$ cat config.mk
export PLATFORM = sky130hd
export DESIGN_NAME = rasterizer_vertex_store
export DESIGN_NICKNAME = d
export VERILOG_FILES = /design/src/rtl/rasterizer_pkg.sv /design/src/rtl/rasterizer_vertex_store.sv
export SDC_FILE = /design/constraint.sdc
export NUM_CORES = 1
export LEC_CHECK = 0
export BUFFER_PORTS_ARGS = -buffer_cell sky130_fd_sc_hd__clkbuf_2
export CAP_MARGIN = 20
export CORE_MARGIN = 3
export CORE_UTILIZATION = 46
export CTS_BUF_LIST = sky130_fd_sc_hd__clkbuf_8
export DETAILED_ROUTE_END_ITERATION = 8
export PLACE_DENSITY = 0.72
export SLEW_MARGIN = 10
export SYNTH_ARGS = -nofsm -noshare
export SYNTH_HDL_FRONTEND = slang
export SYNTH_SLANG_ARGS = --single-unit
export TNS_END_PERCENT = 1
$ cat constraint.sdc
create_clock -name clock -period 10.6 [get_ports clock]
set_clock_uncertainty 0.15 [all_clocks]
set_input_delay 1.06 -clock clock [delete_from_list [all_inputs] [get_ports clock]]
set_output_delay 1.06 -clock clock [all_outputs]
set_load 0.02 [all_outputs]
$ cat src/rtl/rasterizer_pkg.sv
// Shared vertex-buffer layout constants and the store FSM state type.
// Vertex fetch reads the same layout, so the geometry lives here, not in the writer.
package rasterizer_pkg;

  localparam int ADDR_W         = 26;
  localparam int DATA_W         = 32;
  localparam int WORD_BYTES     = 4;
  localparam int VERTS_PER_TRI  = 3;
  localparam int WORDS_PER_VERT = 5;
  localparam int TRI_WORDS      = VERTS_PER_TRI * WORDS_PER_VERT;
  localparam int TRI_BYTES      = TRI_WORDS * WORD_BYTES;

  // Word 0 of the buffer holds the triangle count; triangle data follows it.
  localparam int COUNT_WORD_OFFSET = 0;
  localparam int FIRST_TRI_OFFSET  = WORD_BYTES;

  typedef enum logic [2:0] {
    IDLE,
    ACCEPT,
    WRITE_TRI,
    WRITE_COUNT,
    DONE
  } store_state_t;

  function automatic logic [ADDR_W-1:0] word_align(input logic [ADDR_W-1:0] a);
    return {a[ADDR_W-1:2], 2'b00};
  endfunction

endpackage

$ cat src/rtl/rasterizer_vertex_store.sv
// Avalon-MM write master that packs whole triangles into the vertex buffer and,
// on flush, commits the triangle count into word 0 of that buffer.
module rasterizer_vertex_store
  import rasterizer_pkg::*;
#(
  parameter int MAX_TRIS = 1024
) (
  input  logic                                clock,
  input  logic                                reset,
  output logic [ADDR_W-1:0]                   master_address,
  output logic                                master_read,
  output logic                                master_write,
  output logic [3:0]                          master_byteenable,
  output logic [DATA_W-1:0]                   master_writedata,
  input  logic [DATA_W-1:0]                   master_readdata,
  input  logic                                master_readdatavalid,
  input  logic                                master_waitrequest,
  input  logic                                store_enable,
  input  logic [ADDR_W-1:0]                   vertex_buffer_base,
  input  logic                                input_valid,
  input  logic [TRI_WORDS-1:0][DATA_W-1:0]    vertex_in,
  output logic                                stall_out,
  input  logic                                flush_in,
  output logic                                done_out
);

  localparam int CNT_W = $clog2(MAX_TRIS + 1);
  localparam int IDX_W = $clog2(TRI_WORDS);

  localparam logic [IDX_W-1:0]  LAST_IDX   = IDX_W'(TRI_WORDS - 1);
  localparam logic [CNT_W-1:0]  FULL_COUNT = CNT_W'(MAX_TRIS);
  localparam logic [ADDR_W-1:0] WORD_STEP  = ADDR_W'(WORD_BYTES);
  localparam logic [ADDR_W-1:0] TRI_START  = ADDR_W'(FIRST_TRI_OFFSET);
  localparam logic [ADDR_W-1:0] COUNT_OFS  = ADDR_W'(COUNT_WORD_OFFSET);

  store_state_t state_q, state_d;

  logic [ADDR_W-1:0]              base_q, base_d;
  logic [ADDR_W-1:0]              next_addr_q, next_addr_d;
  logic [CNT_W-1:0]               tri_count_q, tri_count_d;
  logic [IDX_W-1:0]               w_idx_q, w_idx_d;
  logic [IDX_W-1:0]               w_idx_nx;
  logic                           flush_pend_q, flush_pend_d;
  logic [TRI_WORDS-1:0][DATA_W-1:0] tri_buf;
  logic                           load_buf;

  logic                           write_d;
  logic [ADDR_W-1:0]              address_d;
  logic [DATA_W-1:0]              writedata_d;
  logic                           done_d;

  logic                           full;
  logic                           handshake;
  logic                           unused_read_port;

  assign master_read       = 1'b0;
  assign master_byteenable = 4'b1111;
  assign unused_read_port  = ^{master_readdata, master_readdatavalid};

  assign full      = (tri_count_q == FULL_COUNT);
  assign stall_out = (state_q != ACCEPT) || full || flush_pend_q;
  assign handshake = input_valid && !stall_out;
  assign w_idx_nx  = w_idx_q + 1'b1;

  always_comb begin
    state_d      = state_q;
    base_d       = base_q;
    next_addr_d  = next_addr_q;
    tri_count_d  = tri_count_q;
    w_idx_d      = w_idx_q;
    flush_pend_d = flush_pend_q;
    load_buf     = 1'b0;
    write_d      = master_write;
    address_d    = master_address;
    writedata_d  = master_writedata;
    done_d       = done_out;

    // A flush is only remembered while a buffer is open; ACCEPT is where it acts.
    if (flush_in && (state_q != IDLE) && (state_q != DONE)) begin
      flush_pend_d = 1'b1;
    end

    unique case (state_q)
      IDLE, DONE: begin
        if (store_enable) begin
          base_d       = word_align(vertex_buffer_base);
          next_addr_d  = word_align(vertex_buffer_base) + TRI_START;
          tri_count_d  = '0;
          flush_pend_d = 1'b0;
          done_d       = 1'b0;
          state_d      = ACCEPT;
        end
      end

      ACCEPT: begin
        if (handshake) begin
          load_buf    = 1'b1;
          w_idx_d     = '0;
          write_d     = 1'b1;
          address_d   = next_addr_q;
          writedata_d = vertex_in[0];
          state_d     = WRITE_TRI;
        end else if (flush_pend_q) begin
          write_d     = 1'b1;
          address_d   = base_q + COUNT_OFS;
          writedata_d = DATA_W'(tri_count_q);
          state_d     = WRITE_COUNT;
        end
      end

      WRITE_TRI: begin
        // Nothing moves while the slave holds waitrequest.
        if (!master_waitrequest) begin
          if (w_idx_q == LAST_IDX) begin
            write_d     = 1'b0;
            next_addr_d = master_address + WORD_STEP;
            tri_count_d = tri_count_q + 1'b1;
            state_d     = ACCEPT;
          end else begin
            w_idx_d     = w_idx_nx;
            address_d   = master_address + WORD_STEP;
            writedata_d = tri_buf[w_idx_nx];
          end
        end
      end

      WRITE_COUNT: begin
        if (!master_waitrequest) begin
          write_d = 1'b0;
          done_d  = 1'b1;
          state_d = DONE;
        end
      end

      default: state_d = IDLE;
    endcase
  end

  always_ff @(posedge clock or negedge reset) begin
    if (!reset) begin
      state_q          <= IDLE;
      base_q           <= '0;
      next_addr_q      <= '0;
      tri_count_q      <= '0;
      w_idx_q          <= '0;
      flush_pend_q     <= 1'b0;
      master_write     <= 1'b0;
      master_address   <= '0;
      master_writedata <= '0;
      done_out         <= 1'b0;
    end else begin
      state_q          <= state_d;
      base_q           <= base_d;
      next_addr_q      <= next_addr_d;
      tri_count_q      <= tri_count_d;
      w_idx_q          <= w_idx_d;
      flush_pend_q     <= flush_pend_d;
      master_write     <= write_d;
      master_address   <= address_d;
      master_writedata <= writedata_d;
      done_out         <= done_d;
    end
  end

  // Triangle payload holding register: pure data, loaded on the handshake.
  always_ff @(posedge clock) begin
    if (load_buf) begin
      tri_buf <= vertex_in;
    end
  end

endmodule
[After elaboration in Yosys (flattened, before gate mapping)]
Cells that the tools add are included.
Storage, ports and cells
  bits in registers: 609
  input port bits: 545
  output and inout bits: 66
  logic and storage cells: 110
Operators by class
  add/subtract/negate cells: 4
  order comparisons: 1
  equal/unequal tests: 15
  multiplexer cells: 45
  reductions and logical operators: 20
Operators by type and width (number)
  $mux W26: 7
  $mux W32: 5
  $bmux W32 S4: 1
  $pmux W26 S2: 2
  $pmux W32 S2: 1
  $add A26 B3 Y26 const B: 2
  $mux W11: 3
  $pmux W11 S2: 1
  $mux W3: 6
  $mux W1: 12
  $mux W4: 3
  $ne A2 B2 Y1 const B: 6
  $pmux W3 S4: 1
  $reduce_and A4 Y1: 3
  $add A11 B1 Y11 const B: 1
  $eq A11 B11 Y1 const B: 1
  $reduce_and A5 Y1: 2
  $pmux W4 S2: 1
  $eq A3 B2 Y1 const B: 2
  $ne A3 B3 Y1 const B: 2
  $reduce_bool A2 Y1: 3
  $reduce_bool A3 Y1: 2
  $lt A4 B5 Y1 const B: 1
  $add A4 B1 Y4 const B: 1
  other kinds (13): 16

[Depth between registers and ports, before layout]
  depth in word-level cells: 7
  depth in mapped cells: 13
  depth with buffers taken out: 7

[Worst setup path after synthesis]
OpenSTA, ideal clock, no wires.
  kind: input port to flip-flop
  start: input port input_valid
  end: register master_address[0]
  library setup time: 87 ps
  arrival time: 7852 ps
  data required time: 10363 ps
  setup slack: 2511 ps
  stages: 7
  buffers on the path: 3
  cells stage by stage: and2_1 > buf_4 > nand2_4 > inv_2 > buf_4 > buf_2 > a22o_1
Between the ends
  longest elaborated chain between the ends: 3
  elaborated cells between the ends (all ways): 5
  those cells by class: eq/ne: 1; mux: 2; reduce/logical: 2
RTL lines
  start: declaration: RTL line rasterizer_vertex_store.sv:20  | input logic input_valid,
  $logic_and A1 B1 Y1 *: RTL line rasterizer_vertex_store.sv:62  | assign handshake = input_valid && !stall_out;
  $ne A3 B3 Y1 (no line) or $mux W26 (tied branches)
  $reduce_and A4 Y1 (no line) or $pmux W26 S2 (tied branches)
  end signal: assignment: RTL line rasterizer_vertex_store.sv:159  | master_address <= address_d;
  end: declaration: RTL line rasterizer_vertex_store.sv:10  | output logic [ADDR_W-1:0] master_address,
Every way passes the cells marked *; elsewhere a longest branch is shown, timed or not.
A chain may end at the register's enable or synchronous reset.

[Worst setup path after layout]
  start: register state_q[0]
  end: register tri_buf[327] (netlist bit), enable pin
Between the ends
  longest elaborated chain between the ends: 7
  elaborated cells between the ends (all ways): 8
  those cells by class: eq/ne: 2; mux: 2; reduce/logical: 4
RTL lines
  start: declaration: RTL line rasterizer_vertex_store.sv:36  | store_state_t state_q, state_d;
  start signal: assignment: RTL line rasterizer_vertex_store.sv:152  | state_q <= state_d;
  $ne A3 B1 Y1: RTL line rasterizer_vertex_store.sv:61  | assign stall_out = (state_q != ACCEPT) || full || flush_pend_q;
  $logic_or A1 B1 Y1 (2 in series): RTL line rasterizer_vertex_store.sv:61
  $logic_not A1 Y1: RTL line rasterizer_vertex_store.sv:62
  $logic_and A1 B1 Y1: RTL line rasterizer_vertex_store.sv:62
  $mux W1: RTL line rasterizer_vertex_store.sv:96  | if (handshake) begin
  $mux W1 *: RTL line rasterizer_vertex_store.sv:83  | unique case (state_q)
  end signal: assignment: RTL line rasterizer_vertex_store.sv:168  | tri_buf <= vertex_in;
  end: declaration: RTL line rasterizer_vertex_store.sv:44  | logic [TRI_WORDS-1:0][DATA_W-1:0] tri_buf;
Marks and branches as above.

==> run summary <==
PLACE
--------------------------------------------------------------------------------
Post-placement setup slack                                               6185 ps
Cell Area, Placed                                                      29160 µm²
Number of cells after detailed placement                                    2894
Post-detailed-placement half-perimeter wirelength                       53410 µm
IO buf count                                                                 570
Final estimated routing congestion in global placement                    0.8833

TIMING
--------------------------------------------------------------------------------
Final-report hold violation count                                              0
Count of final max-slew check failures                                         0
Worst slew slack as a fraction of its limit                               9.880%
Sum Neg Setup Slack                                                         0 ps
Time the final worst path needs with I/O delays and setup                4264 ps
Setup repair after global routing missed its margin                        false
Worst Hold Margin                                                       247.2 ps
Period utilisation layout                                                 40.22%
Final worst-path setup slack                                             6336 ps
Slew of the pin with the lowest slew margin                              1352 ps
Total of endpoints with negative setup slack in the final report               0
Highest clock rate                                                     234.5 MHz

FLOORPLANNING
--------------------------------------------------------------------------------
Y dimension of the die                                                  242.1 µm
Initial core utilization                                                  47.09%
Core outline area                                                      54450 µm²
IO Count                                                                     611
Total Die Area                                                         58610 µm²
Standard-cell rows                                                            85
Width of the die                                                        242.1 µm

LOGIC SYNTHESIS
--------------------------------------------------------------------------------
Synthesized flop and latch total                                             609
Cell types occupying the most area after synthesis                  sky130_fd_sc_hd__edfxtp_1 56%, sky130_fd_sc_hd__dfrtp_1 13%, sky130_fd_sc_hd__mux4_2 8.4%, sky130_fd_sc_hd__nand2_1 2.7%, sky130_fd_sc_hd__mux2i_1 1.8%
Share of the synthesized area in the top cell type                        56.22%
EDFF count, synth                                                            480
Netlist Area Pre-Place                                                 25640 µm²
Most used flip-flop cell after synthesis                            sky130_fd_sc_hd__edfxtp_1
Synth Instances                                                             1673
Post-synth top area cell                                            sky130_fd_sc_hd__edfxtp_1
Seq/Total Area, Yosys                                                     68.81%
Ys async rst share                                                        21.18%
Total of warnings raised by yosys                                              0
Mapped Avg Cell Area                                                   15.33 µm²
Distinct cells, synth                                                         78

ROUTE
--------------------------------------------------------------------------------
Via count                                                                  17418
Antenna viol nets, final                                                       0
Detail-routed via count per cell                                           5.652
Final routed DRC violation total                                               0
Metal3 WL                                                                6964 µm
Highest metal layer with signal wires                                       met5
Total routed wire length on the met1 layer                              26180 µm
Routed length on met2                                                   39560 µm
Drt first-iter violations                                                   1380
Routed WL                                                               75010 µm
WL per Instance                                                         24.34 µm
First-pass detailed-route iteration total                                      5

GLOBAL ROUTE
--------------------------------------------------------------------------------
Maximum number of pins on one net before global-route repair                 219
Global routing usage summed across all routing layers                     25.36%
Global-route wire length before repair                                 111500 µm
Sum of overflow across all layers after global routing                         0
Number of global-route vias before repair                                  18173
Antenna violations before repair                                              24

HOLD PATH
--------------------------------------------------------------------------------
Path type of the worst min-delay path                               input port to async pin

CTS
--------------------------------------------------------------------------------
Cell chosen for the clock root                                      sky130_fd_sc_hd__clkbuf_8
Clock sinks                                                                  609
Post-CTS setup buffers                                                         0
Htree depth                                                                    3
Latest clock arrival within the worst-skew pair                           700 ps
Bufs on Longest Clock Path                                                     3
Hold Buf Count CTS                                                             0
Number of buffers created by CTS                                              98
Clock transition at the registers of the reported paths                    60 ps
CTS tree                                                                   built
Number of gates resized after CTS                                              0

WORST SETUP PATH
--------------------------------------------------------------------------------
Category of the critical setup timing path                          register to register
Worst reg2reg path startpoint                                         state_q[0]
Slowest CP cell                                                     sky130_fd_sc_hd__inv_8
Cell type group with the largest total delay on the critical path   buffers and inverters
CP peak stage delay                                                       740 ps
Startpoint kind of the worst setup timing path                          register
CP Data Arrival Time                                                     4380 ps
Crit. Startpoint                                                      state_q[0]
Worst Path Required                                                     10720 ps
Top fanout value on the critical path                                        218
Type of destination of the critical path                                register
Buffers and inverters on the worst path                                        2
Cell-by-cell trace of the critical path                             nor4b_4 -> and2_1 -> nand2_4 -> inv_8 -> buf_12

POWER AND IR DROP
--------------------------------------------------------------------------------
Pint                                                                    5.151 mW
Power density cells                                                 258.8 nW/µm²
Combinational power share                                                  34.8%
Power, Total                                                            8.071 mW
Switching part of the total power                                         36.18%
Net switching component of the power                                    2.920 mW
Worst IR Drop VDD                                                      0.1712 mV
Leak Pwr                                                                12.21 nW
Relative contribution of sequential cells to total power                   40.0%
Power share of the clock group                                             25.2%

CELLS AND AREA
--------------------------------------------------------------------------------
Final non-filler cell area                                             31190 µm²
NumNets Final                                                               2807
Layout Cells excl Fill                                                      3082
Layout overhead on the synthesized area                                   21.63%
Commonest cells after routing, fill and taps aside                  569 x sky130_fd_sc_hd__clkbuf_2, 480 x sky130_fd_sc_hd__edfxtp_1, 185 x sky130_fd_sc_hd__nand2_1
Final Util                                                                57.27%
Most common library cell in the layout ignoring fill and taps       sky130_fd_sc_hd__clkbuf_2
Share of cells above drive strength 1                                     37.03%

OUTCOME
--------------------------------------------------------------------------------
Run status                                                          finished, final reports clean

FLOW RUN
--------------------------------------------------------------------------------
Max-cap violation count                                                        0

[cells by family after synthesis]
logic type	count (synthesis)	synth area share, %
flops	609	68.81
simple gates	460	8.799
compound gates	268	7.232
mux	161	11.09
buf+inv	125	2.318
xor+xnor	42	1.435
fa+ha+maj	6	0.2928
other cells	2	0.02929
[final cells by class]
cell class | instances | area, µm²
repair buffers | 591 | 3049
well taps | 739 | 924.6
clock buffers | 104 | 1431
multi-input cells | 942 | 7506
inverters | 14 | 60.06
clock inverters | 73 | 544.3
fillers | 4328 | 23270
flip-flops and latches | 609 | 17650
diodes | 10 | 25.02
[metal layers]
layer	vias to the layer above	GRT usage, %
met5	-	0
met4	20	8.133
met3	160	7.969
met2	852	44.95
met1	8668	29.33
li1	7718	-
[synth_stat cells (5+ instances only)]
cell type	n
sky130_fd_sc_hd__edfxtp_1	480
sky130_fd_sc_hd__nand2_1	185
sky130_fd_sc_hd__dfrtp_1	129
sky130_fd_sc_hd__mux4_2	96
sky130_fd_sc_hd__nor2_1	95
sky130_fd_sc_hd__a21oi_1	73
sky130_fd_sc_hd__nand3_1	52
sky130_fd_sc_hd__mux2i_1	47
sky130_fd_sc_hd__buf_2	43
sky130_fd_sc_hd__clkbuf_1	41
sky130_fd_sc_hd__a211oi_1	40
sky130_fd_sc_hd__o21ai_0	32
sky130_fd_sc_hd__nor3_1	31
sky130_fd_sc_hd__nand4_1	22
sky130_fd_sc_hd__xor2_1	22
sky130_fd_sc_hd__a211o_1	21
sky130_fd_sc_hd__a32oi_1	21
sky130_fd_sc_hd__xnor2_1	20
sky130_fd_sc_hd__and3_1	15
sky130_fd_sc_hd__a221oi_1	14
sky130_fd_sc_hd__inv_1	13
sky130_fd_sc_hd__buf_1	12
sky130_fd_sc_hd__buf_4	11
sky130_fd_sc_hd__mux2_2	11
sky130_fd_sc_hd__o31ai_1	10
sky130_fd_sc_hd__and4_1	8
sky130_fd_sc_hd__nor4_1	8
sky130_fd_sc_hd__nand2b_1	7
sky130_fd_sc_hd__o221ai_1	7
sky130_fd_sc_hd__a221o_1	6
sky130_fd_sc_hd__ha_1	6
sky130_fd_sc_hd__o21ai_1	6
sky130_fd_sc_hd__a22o_1	5
sky130_fd_sc_hd__and2_1	5
sky130_fd_sc_hd__mux2_1	5
sky130_fd_sc_hd__o211ai_1	5
[worst reg2reg max path: cells and delay by family (launching register included)]
kind | cells | cell delay (ps)
DFF | 1 | 660
and+or+nand+nor | 3 | 1210
buffers and inverters | 2 | 1410
[path summary, 6_finish.rpt]
path                            depth (start not counted)  slack, ps           end
worst min-delay path                                    1        250     base_q[6]
worst max-delay path                                    5       6340  tri_buf[327]
min in group clock                                      2        330    base_q[21]
worst min register to register                          2        330    base_q[21]
max in group asynchronous                               2       8780    base_q[22]
worst max register to register                          5       6340  tri_buf[327]
[sequential cells by signal, summed over array words and instances, names as in the netlist]
signal / flops
base_q: 24
tri_buf: 480
state_q: 3
next_addr_q: 26
tri_count_q: 11
flush_pend_q: 1
master_writedata: 32
master_address: 26
w_idx_q: 4
master_write: 1
done_out: 1
[power groups by stage]
stage	logic (mW)	registers [mW]	clock network (mW)
detailed placement	2.83	3.27	0
global placement	2.79	3.25	0
floorplan	1.87	3.32	0
CTS	2.85	3.22	2.08
finish	2.81	3.23	2.03
global route	3.06	3.26	2.19
Power figures use the tool's default switching activity.
